==> config.mk <==
export PLATFORM = sky130hd
export DESIGN_NAME = fetch_unit
export DESIGN_NICKNAME = d
export VERILOG_FILES = /design/src/rtl/fetch_unit.sv
export SDC_FILE = /design/constraint.sdc
export NUM_CORES = 1
export LEC_CHECK = 0
export CAP_MARGIN = 5
export CELL_PAD_IN_SITES_DETAIL_PLACEMENT = 0
export CELL_PAD_IN_SITES_GLOBAL_PLACEMENT = 1
export CORE_AREA = 3 3 152 95
export DETAILED_ROUTE_END_ITERATION = 10
export DIE_AREA = 0 0 155 98
export PLACE_DENSITY = 0.89
export REMOVE_ABC_BUFFERS = 1
export SLEW_MARGIN = 25
export SYNTH_ARGS = -nofsm -noshare
export SYNTH_HDL_FRONTEND = slang
export SYNTH_SLANG_ARGS = --single-unit
==> constraint.sdc <==
create_clock -name clk -period 3.85 [get_ports clk]
set_input_delay 0.5775 -clock clk [delete_from_list [all_inputs] [get_ports clk]]
set_output_delay 0.5775 -clock clk [all_outputs]
set_load 0.005 [all_outputs]
==> src/rtl/fetch_unit.sv <==
// Instruction fetch unit: issues one word read at a time from instruction
// memory, holds the returned word for the decode stage until it is consumed,
// then advances the PC sequentially or to a branch target.
module fetch_unit #(
  parameter logic [31:0] RESET_PC = 32'h0000_0000
) (
  input  logic        clk,
  input  logic        rst_n,
  output logic        imem_req,
  output logic [31:0] imem_addr,
  input  logic        imem_ack,
  input  logic [31:0] imem_rdata,
  input  logic        stall,
  input  logic        branch_taken,
  input  logic [31:0] branch_target,
  output logic [31:0] instr,
  output logic [5:0]  opCode,
  output logic [5:0]  func,
  output logic        instr_valid,
  output logic [31:0] pc_out,
  output logic [31:0] pc_plus4
);

  localparam logic [1:0] IDLE_RST = 2'd0;
  localparam logic [1:0] REQ      = 2'd1;
  localparam logic [1:0] HOLD     = 2'd2;

  // The low two bits are forced to zero so the fetch address is always word aligned.
  localparam logic [31:0] ALIGNED_RESET_PC = {RESET_PC[31:2], 2'b00};

  logic [1:0]  state;
  logic [1:0]  stateNext;
  logic [31:0] pc;
  logic [31:0] pcNext;
  logic [31:0] instrReg;
  logic [31:0] pcInc;
  logic [31:0] branchAddr;
  logic        consume;

  assign pcInc      = pc + 32'd4;
  assign branchAddr = branch_target & 32'hFFFF_FFFC;
  assign consume    = (state == HOLD) && !stall;

  // Next-state and next-PC selection; branch_taken only matters on a consume.
  always_comb begin
    stateNext = state;
    pcNext    = pc;
    case (state)
      IDLE_RST: stateNext = REQ;
      REQ: begin
        if (imem_ack) begin
          stateNext = HOLD;
        end
      end
      HOLD: begin
        if (consume) begin
          stateNext = REQ;
          pcNext    = branch_taken ? branchAddr : pcInc;
        end
      end
      default: stateNext = IDLE_RST;
    endcase
  end

  // State and PC registers; reset takes effect immediately and drops any in-flight ack.
  always_ff @(posedge clk or negedge rst_n) begin
    if (!rst_n) begin
      state <= IDLE_RST;
      pc    <= ALIGNED_RESET_PC;
    end else begin
      state <= stateNext;
      pc    <= pcNext;
    end
  end

  // Capture the returned word on the acknowledging edge of a request.
  always_ff @(posedge clk or negedge rst_n) begin
    if (!rst_n) begin
      instrReg <= 32'h0;
    end else if ((state == REQ) && imem_ack) begin
      instrReg <= imem_rdata;
    end
  end

  assign imem_req    = (state == REQ);
  assign imem_addr   = pc;
  assign instr_valid = (state == HOLD);
  assign instr       = instrReg;
  assign opCode      = instrReg[31:26];
  assign func        = instrReg[5:0];
  assign pc_out      = pc;
  assign pc_plus4    = pcInc;

endmodule
* Word-level counts from Yosys, hierarchy flattened
Cells that the tools add are included.
Storage, ports and cells: input port bits 69, register bits after elaboration 66, word-level logic and storage cells 18
Operators by class: equal/unequal tests 4, reductions and logical operators 6, add/sub/neg operators 1, multiplexer cells 4
Operators with widths (number):
- 32-bit by 3-bit adder with 32-bit output (second input constant) | 1
- 32-bit two-way mux | 1
- 2-bit case mux with 3 select lines | 1
- 2-bit two-way mux | 2
- 2-bit by 1-bit != test with 1-bit output (second input constant) | 2
- 2-bit AND reduction | 2
- 2-bit by 1-bit equality test with 1-bit output (second input constant) | 1
- 2-bit equality test (second input constant) | 1
- 1-bit logical AND | 2
- 2-bit zero test | 1
- 1-bit zero test | 1

* Logic depth before layout (Yosys ltp)
Gate-level depths: netlist of run 1.
word-level depth 4, gate-level depth with buffers 6

* Worst setup path before layout of run 1
Ideal clock, no wire load.
kind flip-flop to output port, from register pc[2] (netlist: imem_addr[2]), to output port pc_plus4[26], cell stages (with the launch flop) 6, slack 1524 ps, buffers on the path 0, arrival 1749 ps, path through dfrtp_1 ha_1 nand4_1 nor4_4 nand4_1 xnor2_1
Between the ends: cells in the longest elaborated chain, start to end 1
RTL lines:
- start: declaration | RTL line 33 | logic [31:0] pc;
- start signal: assignment | RTL line 72 | pc <= pcNext;
- 32-bit by 3-bit adder with 32-bit output | RTL line 40 | assign pcInc = pc + 32'd4;
- end: declaration | RTL line 21 | output logic [31:0] pc_plus4
No other way between the ends.

* Final worst setup path of run 1
from register pc[5] (netlist: imem_addr[5]), to output port pc_plus4[27]
Same word-level chain as after synthesis.

==> run metrics, run 1 <==
FF-to-FF setup slack=around 1.5 ns; Tot Pwr=4.41 mW; Mapped Cells=around 410; fmax=roughly 280 MHz; NumNets Final=roughly 630; Clk Latency, worst-skew pair=roughly 0.32 ns; reg-to-reg startpoint=imem_addr[2]$_DFFE_PN0P_; Syn. warnings=0; placed cells=roughly 700; hpwl dp=between 9000 and 10000 µm; H-tree depth=3; vias per cell=4.86; area share of the largest cell type after synthesis=~41%; Max Cap Violations=0; Fill cells=1217; mean post-synth cell area=around 9.6 µm²; leakage=between 2 and 2.5 nW; via count=3578; 1st-iter DRT viols=roughly 160; area leader, netlist=dfrtp_1; largest net degree at the start of global routing=between 60 and 70; Max Slew Vio Count=0; Post-Layout Cell Count=roughly 740; sequential share of the synthesized area=a little over 40%; Slew Limit Headroom=about a third; final hold vios=0; worst-path cell chain=nand3_2 > nor4_4 > nand2_2 > nor3_2 > xor2_1 > clkdlybuf4s50_1; IO Count=approximately 210; post-CTS resize count=0; Worst VDD drop=between 0.3 and 0.4 mV; R2R Path End=imem_addr[26]$_DFFE_PN0P_; ys flop type=dfrtp_1; Port Buf Inserts=roughly 200; Startpoint Class=flip-flop; num rows=32; Overflow after GRT=0; Hold/Removal Path Class=in2async; clock sink count=between 60 and 70; R2R depth=7; first-pass GRT wire length=19700 µm; ys async rst share=100%; DRT Pass-1 Iters=4; Diodes inserted=0; Die Y=slightly below 100 µm; WL final=between 10000 and 15000 µm; CP peak stage delay=approximately 0.6 ns; share of cells above drive strength 1=between 10% and 20%; Clock transition at path regs=approximately 0.050 ns; Slowest-stage cell, CP=nor4_4; Final Hold Slack=between 0.3 and 0.4 ns; P&R area growth vs syn=55.2%; Post-synth EDFFs=0; Critical path origin=imem_addr[5]$_DFFE_PN0P_; period utilization=around 93%; Yosys reg bits=64; setup_tns=0 ns; core box area=between 10000 and 15000 µm²; Longest Clk Path Bufs=2; CTS tree=yes; clk_skew=roughly 0.0034 ns; distinct cell type count after synthesis=between 40 and 50; Critical Path AT=approximately 3.0 ns; Worst Tran Pin Value=0.995 ns; Data required, critical path=3.27 ns; # DRC=0; Setup Viol. Count Final=0; Root Buffer=clkbuf_16; RSZ-0062 raised after global routing=no; initial antenna violation count=0; Detail Route Antenna Nets=0; Power Density=approximately 730 nW/µm²; routed length per instance=17.2 µm; Final Util=46.7%; Chip Width=155 µm; CP Class=reg2out; Area contributors post-synth=dfrtp_1 41%, buf_4 9.3%, mux2_2 9.3%; outcome=finished, final reports clean; Final Wtd Congestion=around 0.8; number of buffers created by CTS=9; maximum fanout along the worst path=11; synthesized cell area=between 3000 and 4000 µm²; Total GRT Usage=between 15 and 20%; vias in the first global route=about 3500; CP Capture Type=output port; effective utilization at floorplan=between 30 and 40%; Period minus WS final=between 3 and 4 ns; full die area=around 15000 µm²
==> logic make-up (layout without fill, tap and decap cells) <==
logic type | Yosys count | after routing | share of synthesized area [%]
simple gates | 129 | 129 | 18.3
buf+inv | 76 | 231 | 12.1
compound gates | 69 | 69 | 11.0
flops | 64 | 64 | 41.1
mux | 38 | 38 | 10.8
xor+xnor | 28 | 28 | 6.30
fa+ha+maj | 1 | 1 | 0.321
other cells | 1 | 6 | 0.0963
==> worst max path at each step <==
stage                   endpoint  slack, ns
floorplan           pc_plus4[26]       1.50
global placement    pc_plus4[27]       0.61
detailed placement  pc_plus4[26]       0.56
CTS                 pc_plus4[26]       0.22
global route        pc_plus4[27]       0.04
finish              pc_plus4[27]       0.26
==> per-layer routing <==
metal,track usage [%],part of all wire (%)
met1,22.2,45
met5,0,0
met3,4.07,6.2
met2,26.6,49
met4,2.78,0.37
==> power breakdown <==
| part | switching, mW | total [mW] | internal [mW] |
|---|---|---|---|
| clock | 0.298 | 0.795 | 0.497 |
| combinational | 0.720 | 2.21 | 1.49 |
| sequential | 0.426 | 1.41 | 0.983 |
==> synth_stat cells, types with 4 or more instances <==
cell type / number
inv_1: 5
and3_1: 8
clkbuf_1: 17
nor3_1: 10
a21oi_1: 14
xnor2_1: 18
nand3_1: 17
a2bb2oi_1: 7
o21ai_0: 24
nand2_1: 35
mux2i_1: 6
mux2_2: 32
buf_4: 48
nor2_1: 22
nand4_1: 11
nor2b_1: 4
o22ai_1: 8
xor2_1: 10
dfrtp_1: 64
a22oi_1: 6
==> metrics by stage <==
step	cell area, µm²	setup WS [ns]
after floorplan	3460	1.50
after global placement	5740	0.614
after detailed placement	5740	0.564
after CTS	6020	0.216
after global routing	6040	0.0399
final	6040	0.261
==> flip-flops by register name (all words and copies together) (netlist names) <==
name / count
instr: 32
imem_addr: 30
state: 2
==> layout make-up <==
cell class	count	area (µm²)	share of cell area [%]
Tap cell	170	213	3.52
Inverter	5	18.8	0.311
Clock inverter	6	60.1	0.994
Timing Repair Buffer	210	2070	34.3
Sequential cell	64	1600	26.5
Multi-Input combinational cell	271	1840	30.5
Clock buffer	10	229	3.79
==> worst max-delay path: cells and delay by family, from the launching register on <==
family | cells | cell delay (ns)
xor+xnor | 1 | 0.17
buf+inv | 1 | 0.52
flops | 1 | 0.56
simple gates | 4 | 1.44
==> repair_timing <==
action | 4_1_cts | 5_1_grt
endpoints found under the setup margin | 0 | 1
hold buffers | 0 | 0
setup buffers | 0 | 2
==> cells in the final DEF (no fill, tap or decap), drive strengths merged, types with 3 or more instances in the layout <==
master / count
a21oi: 14
nor2: 22
clkbuf: 10
clkdlybuf4s50: 200
o22ai: 8
nor4: 7
conb: 6
xnor2: 18
nand2: 37
nand3: 19
xor2: 10
a2bb2oi: 7
mux2i: 6
nor2b: 4
dfrtp: 64
clkinv: 3
mux2: 32
buf: 10
inv: 5
nand4: 12
nor3: 11
a22oi: 6
and3: 8
o21ai: 24
Note: power is estimated with default switching activity, not from simulation.
==> inputs of run 2 (changes only) <==
--- a/config.mk
+++ b/config.mk
@@ -5,13 +5,14 @@
 export SDC_FILE = /design/constraint.sdc
 export NUM_CORES = 1
 export LEC_CHECK = 0
+export ABC_AREA = 1
 export CAP_MARGIN = 5
 export CELL_PAD_IN_SITES_DETAIL_PLACEMENT = 0
 export CELL_PAD_IN_SITES_GLOBAL_PLACEMENT = 1
-export CORE_AREA = 3 3 152 95
+export CORE_AREA = 3 3 155 97
 export DETAILED_ROUTE_END_ITERATION = 10
-export DIE_AREA = 0 0 155 98
-export PLACE_DENSITY = 0.89
+export DIE_AREA = 0 0 158 100
+export PLACE_DENSITY = 0.9
 export REMOVE_ABC_BUFFERS = 1
 export SLEW_MARGIN = 25
 export SYNTH_ARGS = -nofsm -noshare
==> run 2 against run 1 <==
Against the previous run: clock skew is 0.0054 ns higher; first-iteration DRC count is 18% higher; flip-flop and latch count stayed put; largest power group unchanged; sequential share of layout area is 1.0 points lower; non-clock buffer count is 3 lower; design area is 4.0% higher; worst hold slack worse by 0.078 ns; highest routed layer unchanged; critical endpoint is now pc_plus4[28]; utilization is 0.47 points lower; fmax is 21% higher.
==> run metrics, run 2 <==
reg-to-reg startpoint=state[1]$_DFFE_PN0P_; Slowest-stage cell, CP=clkdlybuf4s50_1; leakage=roughly 2.8 nW; R2R Path End=imem_addr[16]$_DFFE_PN0P_; Hold/Removal Path Class=in2async; Area contributors post-synth=dfrtp_1 39%, nand2_1 14%, buf_4 9.1%; Total GRT Usage=between 10% and 20%; R2R depth=7; worst-path cell chain=ha_1 > nand3_1 > nor2_1 > nand2_1 > inv_1 > nand3_1 > nand2_1 > clkdlybuf4s50_1; share of cells above drive strength 1=a little over a tenth; Post-CTS Hold Fix Bufs=0; Detail Route Antenna Nets=0; area share of the largest cell type after synthesis=39.5%; final hold vios=0; number of buffers created by CTS=9; final worst slack=0.876 ns; CP peak stage delay=between 0.5 and 0.6 ns; Slew Limit Headroom=about 45%; RSZ-0062 raised after global routing=no; Syn. warnings=0; IO Count=between 200 and 250; Critical Path AT=about 2.4 ns; Clock transition at path regs=0.06 ns; routed length per instance=between 15 and 20 µm; Max Slew Vio Count=0; most common cell in the netlist=nand2_1; Mapped Cells=521; Post-synth EDFFs=0; sequential share of the synthesized area=around two fifths; core box area=13600 µm²; ys async rst share=between 90% and 100%; fmax=around 340 MHz; WL final=around 13000 µm; largest net degree at the start of global routing=roughly 50; Root Buffer=clkbuf_16; Period minus WS final=between 2 and 3 ns; ys flop type=dfrtp_1; full die area=around 16000 µm²; mean post-synth cell area=approximately 7.8 µm²; via count=3811; Critical path origin=imem_addr[3]$_DFFE_PN0P_; first-pass GRT wire length=20900 µm; max reg flops=32; hpwl dp=a little over 10000 µm; placed cells=845; Clk Latency, worst-skew pair=roughly 0.33 ns; Data required, critical path=around 3.3 ns; Startpoint Class=flip-flop; Worst VDD drop=about 0.34 mV; clk_skew=~0.0088 ns; commonest non-fill, non-tap cell in the layout=clkdlybuf4s50_1; outcome=finished, final reports clean; Longest Clk Path Bufs=2; Max Cap Violations=0; Die Y=100 µm; Final Instance Area=roughly 6300 µm²; num rows=33; vias in the first global route=between 3000 and 4000; distinct cell type count after synthesis=31; Post-CTS Setup Bufs=0; Yosys reg bits=64; Post-synth top cells=150 x nand2_1, 71 x nor2_1, 64 x dfrtp_1; synthesized cell area=about 4100 µm²; DRT Pass-1 Iters=4; area leader, netlist=dfrtp_1; CP Class=reg2out; P&R area growth vs syn=54.7%; 1st-iter DRT viols=about 190; Place WS=about 1.2 ns; Fill cells=roughly 1300; Setup Viol. Count Final=0; CTS tree=yes; # DRC=0; clock sink count=64; maximum fanout along the worst path=5; FF-to-FF setup slack=slightly below 2 ns; post-CTS resize count=0; commonest non-fill, non-tap cells in the layout=201 x clkdlybuf4s50_1, 150 x nand2_1, 71 x nor2_1; Worst Tran Pin Value=0.819 ns; Diodes inserted=0; NumNets Final=~750; setup_tns=0 ns; vias per cell=between 4 and 5; H-tree depth=3; period utilization=just under 80%; CP Capture Type=output port; Power Density=~770 nW/µm²; initial antenna violation count=0; Overflow after GRT=0; Port Buf Inserts=~200; Final Wtd Congestion=about 0.85; Post-DP Area=between 5000 and 6000 µm²; effective utilization at floorplan=between 20 and 30%; Chip Width=158 µm; Post-Layout Cell Count=about 860
[run 2: cell types whose count changed in the layout (fill, tap and decap cells not counted), moves of 5 or more]
| cell | previous run | this run |
|---|---|---|
| and3_1 | 8 | 0 |
| mux2i_1 | 6 | 0 |
| xnor2_1 | 18 | 1 |
| a2bb2oi_1 | 7 | 0 |
| nor3_1 | 10 | 0 |
| o21ai_1 | 0 | 5 |
| nand2_1 | 35 | 150 |
| a21oi_1 | 14 | 3 |
| a22oi_1 | 6 | 0 |
| inv_1 | 5 | 42 |
| nand4_1 | 11 | 1 |
| nor2_1 | 22 | 71 |
| nand3_1 | 17 | 26 |
[run 2: final cells by class]
class / instances / area [µm²] / share of cell area, %
clock buffer: 10 / 239 / 3.81
sequential: 64 / 1600 / 25.5
timing repair buffer: 207 / 2070 / 33.0
multi-input combinational: 357 / 1880 / 29.9
tap: 175 / 219 / 3.49
clock inverter: 6 / 115 / 1.83
inverter: 42 / 158 / 2.51
[run 2: routing by layer]
metal  global-route usage [%]  wire [µm]  vias to the layer above
met5                        0          0                        -
met4                     2.78         70                        0
met3                     4.31        844                        5
met2                     26.2       5830                      140
met1                     24.0       6280                     1763
li1                         -          -                     1903
[run 2: worst max-delay path by stage]
| stage | depth (start not counted) | end |
|---|---|---|
| 3_3_place_gp | 8 | pc_plus4[28] |
| 5_1_grt | 8 | pc_plus4[28] |
| 2_1_floorplan | 5 | imem_addr[10]$_DFFE_PN0P_ |
| 6_report | 8 | pc_plus4[28] |
| 3_5_place_dp | 8 | pc_plus4[28] |
| 4_1_cts | 8 | pc_plus4[28] |
[run 2: worst max-delay path, delay by kind of cell (launching register included)]
family,cells,cell delay [ns]
adders and majority gates,1,0.26
buffers and inverters,2,0.62
DFF,1,0.43
and+or+nand+nor,5,0.75
[run 2: power breakdown]
part	total (mW)	switching, mW	internal (mW)
clock	0.966	0.313	0.653
combinational	2.49	0.918	1.57
sequential	1.41	0.410	1.00
total	4.87	1.64	3.22
[run 2: stage by stage]
stage | hold WS, ns | power, mW | utilization (%)
final | 0.275 | 4.87 | 46.2
after global routing | 0.325 | 5.22 | 46.2
after CTS | 0.295 | 4.93 | 46.2
after detailed placement | 0.491 | 3.93 | 43.6
after global placement | 0.484 | 3.86 | 43.6
after floorplan | 0.282 | 2.18 | -
[run 2: logic make-up (layout without fill, tap and decap cells)]
| kind of cell | after synthesis | count (layout) | synth area share (%) |
|---|---|---|---|
| compound gates | 42 | 42 | 5.86 |
| xor+xnor | 7 | 7 | 1.51 |
| fa+ha+maj | 1 | 1 | 0.308 |
| buf+inv | 105 | 265 | 14.7 |
| flops | 64 | 64 | 39.5 |
| mux | 32 | 32 | 8.88 |
| other cells | 1 | 6 | 0.0924 |
| simple gates | 269 | 269 | 29.2 |
